File: src/rtl/mul_share_arb.sv
// Round-robin arbiter sharing one 8x8 unsigned Dadda multiplier among NREQ requesters.
// Latency: accept at edge N gives a tagged response valid after edge N+1; 1 job/cycle sustained.
// Backpressure: response held while !rsp_ready; operand stage stalls behind it, then req_ready drops.

module dada_mul (
  input  logic [7:0]  a,
  input  logic [7:0]  b,
  output logic [15:0] y
);
  // Partial products, then carry-save reduction through the Dadda heights 8 -> 6 -> 4 -> 3 -> 2.
  logic [15:0] pp [8];
  logic [15:0] s1 [6];
  logic [15:0] s2 [4];
  logic [15:0] s3 [3];
  logic [15:0] s4 [2];

  function automatic logic [15:0] fa_s(input logic [15:0] x, input logic [15:0] p, input logic [15:0] q);
    return x ^ p ^ q;
  endfunction

  function automatic logic [15:0] fa_c(input logic [15:0] x, input logic [15:0] p, input logic [15:0] q);
    return ((x & p) | (x & q) | (p & q)) << 1;
  endfunction

  // Shifted AND rows, one per bit of b.
  always_comb begin
    for (int i = 0; i < 8; i++) begin
      pp[i] = {8'd0, a & {8{b[i]}}} << i;
    end
  end

  assign s1[0] = fa_s(pp[0], pp[1], pp[2]);
  assign s1[1] = fa_c(pp[0], pp[1], pp[2]);
  assign s1[2] = fa_s(pp[3], pp[4], pp[5]);
  assign s1[3] = fa_c(pp[3], pp[4], pp[5]);
  assign s1[4] = pp[6];
  assign s1[5] = pp[7];

  assign s2[0] = fa_s(s1[0], s1[1], s1[2]);
  assign s2[1] = fa_c(s1[0], s1[1], s1[2]);
  assign s2[2] = fa_s(s1[3], s1[4], s1[5]);
  assign s2[3] = fa_c(s1[3], s1[4], s1[5]);

  assign s3[0] = fa_s(s2[0], s2[1], s2[2]);
  assign s3[1] = fa_c(s2[0], s2[1], s2[2]);
  assign s3[2] = s2[3];

  assign s4[0] = fa_s(s3[0], s3[1], s3[2]);
  assign s4[1] = fa_c(s3[0], s3[1], s3[2]);

  // Final carry-propagate add; the product always fits in 16 bits.
  assign y = s4[0] + s4[1];
endmodule

module mul_share_arb #(
  parameter int NREQ = 4,
  parameter int IDW  = 2
) (
  input  logic              clk,
  input  logic              rst_n,
  input  logic [NREQ-1:0]   req_valid,
  input  logic [8*NREQ-1:0] req_a,
  input  logic [8*NREQ-1:0] req_b,
  output logic [NREQ-1:0]   req_ready,
  output logic              rsp_valid,
  input  logic              rsp_ready,
  output logic [IDW-1:0]    rsp_id,
  output logic [15:0]       rsp_y
);
  logic           op_v;
  logic [7:0]     op_a;
  logic [7:0]     op_b;
  logic [IDW-1:0] op_id;
  logic [IDW-1:0] rr_ptr;
  logic           res_free;
  logic           op_adv;
  logic           op_free;
  logic           gnt_any;
  logic [IDW-1:0] gnt_idx;
  logic [IDW:0]   scan_idx;
  logic [15:0]    mul_y;

  assign res_free = !rsp_valid || rsp_ready;
  assign op_adv   = op_v && res_free;
  assign op_free  = !op_v || op_adv;

  // Round-robin search from rr_ptr upward with wrap; grant only when the operand stage can take a job.
  always_comb begin
    req_ready = '0;
    gnt_any   = 1'b0;
    gnt_idx   = '0;
    scan_idx  = '0;
    if (op_free) begin
      for (int k = 0; k < NREQ; k++) begin
        scan_idx = {1'b0, rr_ptr} + (IDW+1)'(k);
        if (scan_idx >= (IDW+1)'(NREQ)) begin
          scan_idx = scan_idx - (IDW+1)'(NREQ);
        end
        if (!gnt_any && req_valid[scan_idx[IDW-1:0]]) begin
          gnt_any = 1'b1;
          gnt_idx = scan_idx[IDW-1:0];
        end
      end
    end
    if (gnt_any) begin
      req_ready[gnt_idx] = 1'b1;
    end
  end

  // Operand stage and round-robin pointer; the pointer moves only on an accept.
  always_ff @(posedge clk or negedge rst_n) begin
    if (!rst_n) begin
      op_v   <= 1'b0;
      op_a   <= '0;
      op_b   <= '0;
      op_id  <= '0;
      rr_ptr <= '0;
    end else if (gnt_any) begin
      op_v   <= 1'b1;
      op_a   <= req_a[8*gnt_idx +: 8];
      op_b   <= req_b[8*gnt_idx +: 8];
      op_id  <= gnt_idx;
      rr_ptr <= (gnt_idx == IDW'(NREQ-1)) ? '0 : gnt_idx + IDW'(1);
    end else if (op_adv) begin
      op_v <= 1'b0;
    end
  end

  dada_mul u_mul (
    .a (op_a),
    .b (op_b),
    .y (mul_y)
  );

  // Product stage: load on advance, otherwise drop valid once consumed and keep the data.
  always_ff @(posedge clk or negedge rst_n) begin
    if (!rst_n) begin
      rsp_valid <= 1'b0;
      rsp_id    <= '0;
      rsp_y     <= '0;
    end else if (op_adv) begin
      rsp_valid <= 1'b1;
      rsp_id    <= op_id;
      rsp_y     <= mul_y;
    end else if (rsp_valid && rsp_ready) begin
      rsp_valid <= 1'b0;
    end
  end
endmodule

File: config.mk
export PLATFORM = sky130hd
export DESIGN_NAME = mul_share_arb
export DESIGN_NICKNAME = d
export VERILOG_FILES = /design/src/rtl/mul_share_arb.sv
export SDC_FILE = /design/constraint.sdc
export NUM_CORES = 1
export LEC_CHECK = 0
export CAP_MARGIN = 20
export CORE_UTILIZATION = 40
export CTS_BUF_LIST = sky130_fd_sc_hd__clkbuf_16
export CTS_CLUSTER_DIAMETER = 60
export DETAILED_ROUTE_END_ITERATION = 8
export PLACE_DENSITY = 0.75
export SKIP_CTS_REPAIR_TIMING = 1
export SYNTH_ARGS = -nofsm -noshare
export SYNTH_HDL_FRONTEND = slang
export SYNTH_SLANG_ARGS = --single-unit
File: constraint.sdc
create_clock -name clk -period 7 [get_ports clk]
set_input_delay 2.1 -clock clk [delete_from_list [all_inputs] [get_ports clk]]
set_output_delay 2.1 -clock clk [all_outputs]
set_load 0.03 [all_outputs]
==> results.sh <==
export IMPL_cts_htree_levels=2
export IMPL_yosysUniqueCellTypes=48
export IMPL_final_max_slew_viol_count=0
export IMPL_crit_path_frequent_cell="sky130_fd_sc_hd__clkdlybuf4s50_1"
export IMPL_grt_setup_unrepaired="no"
export IMPL_routed_via_count=3429
export IMPL_cpMaxStageDelayCell="sky130_fd_sc_hd__clkdlybuf4s50_1"
export IMPL_setup_tns_ns=0
export IMPL_drt_wirelength_per_cell_um=14.8
export IMPL_post_synth_and_or_nand_nor_area_fraction_pct=22.4
export IMPL_final_min_clock_period_ns=6.61
export IMPL_cts_clk_slew_worst_paths_ns=0.06
export IMPL_synth_adder_area_share_pct=28.1
export IMPL_synthesis_area_sq_um=4070
export IMPL_floorplan_io_pins=94
export IMPL_synth_enable_flop_cells=0
export IMPL_multi_input_area_sq_um=2830
export IMPL_groute_usage_overall_pct=19.7
export IMPL_synth_yosys_warnings=0
export IMPL_worst_skew_pair_later_pin_latency_ns=0.29
export IMPL_compound_cell_area_share_of_the_yosys_netlist_pct=12.5
export IMPL_clock_sink_count=40
export IMPL_hpwlAfterDp_mm=7.69
export IMPL_post_route_clock_period_utilization_pct=94.4
export IMPL_p_leak_nw=2.46
export IMPL_number_of_cts_inserted_buffers=5
export IMPL_die_area_sq_um=10600
export IMPL_initial_utilization_pct=41.4
export IMPL_worst_ep_arrival_time_ns=4.51
export IMPL_syn_instance_count=439
export IMPL_grt_max_degree=41
export IMPL_final_antenna_net_count=0
export IMPL_synth_largest_area_cell="sky130_fd_sc_hd__dfrtp_1"
export IMPL_tightest_pin_transition_ns=0.953
export IMPL_max_slew_margin_pct=36.3
export IMPL_synth_fp_nets=578
export IMPL_startpoint_type_of_the_worst_setup_path="input pin"
export IMPL_ir_worst_vdd_mv=0.443
export IMPL_hold_violations=0
export IMPL_first_iter_violations=108
export IMPL_ys_async_sr_fraction_pct=100
export IMPL_cpPeakStageDelay_ns=0.66
export IMPL_synth_main_ff_cell="sky130_fd_sc_hd__dfrtp_1"
export IMPL_skew_ns=0.00299
export IMPL_end_kind="output pin"
export IMPL_cellPowerDensity_nw_per_um2=551
export IMPL_mean_number_of_vias_per_cell=5.22
export IMPL_cts_path_max_buffers=2
export IMPL_remaining_overflow_grt=0
export IMPL_startpoint="req_valid[2]"
export IMPL_first_pass_iters=4
export IMPL_max_freq_ghz=0.151
export IMPL_mostFrequentLayoutCells="90 x sky130_fd_sc_hd__clkdlybuf4s50_1, 82 x sky130_fd_sc_hd__nand2_1, 55 x sky130_fd_sc_hd__and2_1"
export IMPL_cts_tree="yes"
export IMPL_combinational_family_with_the_most_area_after_synthesis="adder cells"
export IMPL_fin_total_pwr_w=0.00290
export IMPL_holdCritStartpoint="op_id[0]"
export IMPL_wirelength_mm=9.73
export IMPL_r2r_start="op_a[6]"
export IMPL_hold_class="flip-flop to flip-flop"
export IMPL_ordered_list_of_cells_on_the_worst_path="clkdlybuf4s50_1, nor2b_1, a311oi_2, or3_1, inv_2, ha_1, and2_1, clkdlybuf4s50_1"
export IMPL_clockRootBuffer="sky130_fd_sc_hd__clkbuf_16"
export IMPL_worst_ep_required_time_ns=4.90
export IMPL_synth_top_area_share_pct=24.6
export IMPL_fillerInstances=906
export IMPL_via_count_of_the_first_global_routing_pass=3531
export IMPL_cp_max_fo=12
export IMPL_layout_drive_gt1_share_pct=4.58
export IMPL_drv_cap=0
export IMPL_layout_nets=662
export IMPL_grt_pass1_wl_mm=16.1
export IMPL_die_width_um=103
export IMPL_setup_violations_final=0
export IMPL_mostFrequentLayoutCell="sky130_fd_sc_hd__clkdlybuf4s50_1"
export IMPL_post_synthesis_to_final_layout_area_growth_pct=29.3
export IMPL_flip_flop_and_latch_count_after_synthesis=40
export IMPL_placementRows=36
export IMPL_synth_sequential_area_ratio_pct=24.6
export IMPL_synth_xor_area_share_pct=0.861
export IMPL_place_port_buffers=93
export IMPL_worst_setup_path_class="input pin to output pin"
export IMPL_antenna_cells=0
export IMPL_gp_routability_congestion=0.873
export IMPL_regArea_sq_um=1000
export IMPL_die_boundary_height_um=103
export IMPL_synth_top_cells_by_area="sky130_fd_sc_hd__dfrtp_1 25%, sky130_fd_sc_hd__fa_1 19%, sky130_fd_sc_hd__ha_1 8.9%"
export IMPL_synth_avg_cell_area_sq_um=9.27
export IMPL_muxShareOfSynthArea_pct=5.66
export IMPL_placeable_core_area_sq_um=9820
export IMPL_run_status="completed"
export IMPL_grt_antenna_before_repair=0
export IMPL_route_detailed_drc=0
report_power, final:
part	internal, W	switching, W
sequential	0.000330	0.000119
combinational	0.000980	0.00120
clock	0.000168	0.0000982
total	0.00148	0.00142
worst max-delay path, delay by kind of cell:
family                     cells  cell delay [ns]
buffers and inverters          3             1.45
and+or+nand+nor                3             0.71
adders and majority gates      1             0.18
AOI/OAI and AO/OA              1             0.08
layer usage:
layer,track usage (%),vias up,share of wire (%)
met5,0,-,0
met4,6.50,0,1.7
met3,2.71,13,3.2
met2,34.8,84,52
met1,24.8,1683,43
li1,-,1649,-
flip-flops by register name, summed over array words and instances, names as in the netlist:
name / cells
rsp_valid: 1
rsp_id: 2
op_b: 8
op_id: 2
op_a: 8
rr_ptr: 2
rsp_y: 16
op_v: 1
Yosys cell counts, types with 2 or more instances:
cell type,instances
sky130_fd_sc_hd__inv_2,3
sky130_fd_sc_hd__o31ai_1,3
sky130_fd_sc_hd__o211ai_1,5
sky130_fd_sc_hd__buf_2,7
sky130_fd_sc_hd__clkbuf_1,11
sky130_fd_sc_hd__mux2i_1,23
sky130_fd_sc_hd__and3_1,6
sky130_fd_sc_hd__a21o_1,5
sky130_fd_sc_hd__o21a_1,3
sky130_fd_sc_hd__o221ai_1,11
sky130_fd_sc_hd__fa_1,39
sky130_fd_sc_hd__nand3_1,9
sky130_fd_sc_hd__nor3_1,2
sky130_fd_sc_hd__o21ai_0,6
sky130_fd_sc_hd__a41oi_1,5
sky130_fd_sc_hd__a221oi_2,4
sky130_fd_sc_hd__nor2_1,8
sky130_fd_sc_hd__and2_1,55
sky130_fd_sc_hd__a21oi_1,10
sky130_fd_sc_hd__o21bai_1,5
sky130_fd_sc_hd__xnor2_1,2
sky130_fd_sc_hd__inv_1,35
sky130_fd_sc_hd__nand2b_1,6
sky130_fd_sc_hd__nand2_1,82
sky130_fd_sc_hd__nor3b_1,2
sky130_fd_sc_hd__ha_1,29
sky130_fd_sc_hd__xor2_1,2
sky130_fd_sc_hd__dfrtp_1,40
sky130_fd_sc_hd__nor2b_1,2
cell families after synthesis:
kind of cell	count (synthesis)
simple gates	182
compound gates	64
mux	23
buf+inv	58
flops	40
xor+xnor	4
fa+ha+maj	68
path summary, 6_finish.rpt:
path / to / slack (ns) / cells after the start
worst max-delay path: req_ready[2] / 0.39 / 8
worst min-delay path: rsp_id[0] / 0.46 / 2
worst max register to register: rsp_y[13] / 2.52 / 13
worst min register to register: rsp_id[0] / 0.46 / 2
max in group asynchronous: rsp_y[8] / 4.46 / 1
min in group asynchronous: rr_ptr[1] / 1.95 / 1
per-stage QoR:
step                      hold WS [ns]  cells  setup slack, ns  util [%]  instance area, sq um
final                            0.463    657            0.394      53.6                  5260
after global routing             0.480    657            0.261      53.6                  5260
after CTS                        0.464    657            0.381      53.6                  5260
after detailed placement         0.447    649            0.380      51.9                  5090
after global placement           0.453    648            0.424      51.8                  5080
after floorplan                  0.439    439             1.40         -                  4070
layout make-up:
| type | instances | area share, % |
|---|---|---|
| inverter | 38 | 2.71 |
| tap | 133 | 3.16 |
| clock buffer | 5 | 2.38 |
| clock inverter | 3 | 0.809 |
| sequential | 40 | 19.0 |
| timing repair buffer | 97 | 18.1 |
| multi-input combinational | 341 | 53.8 |
No activity file was read; power rests on OpenSTA's default activity.
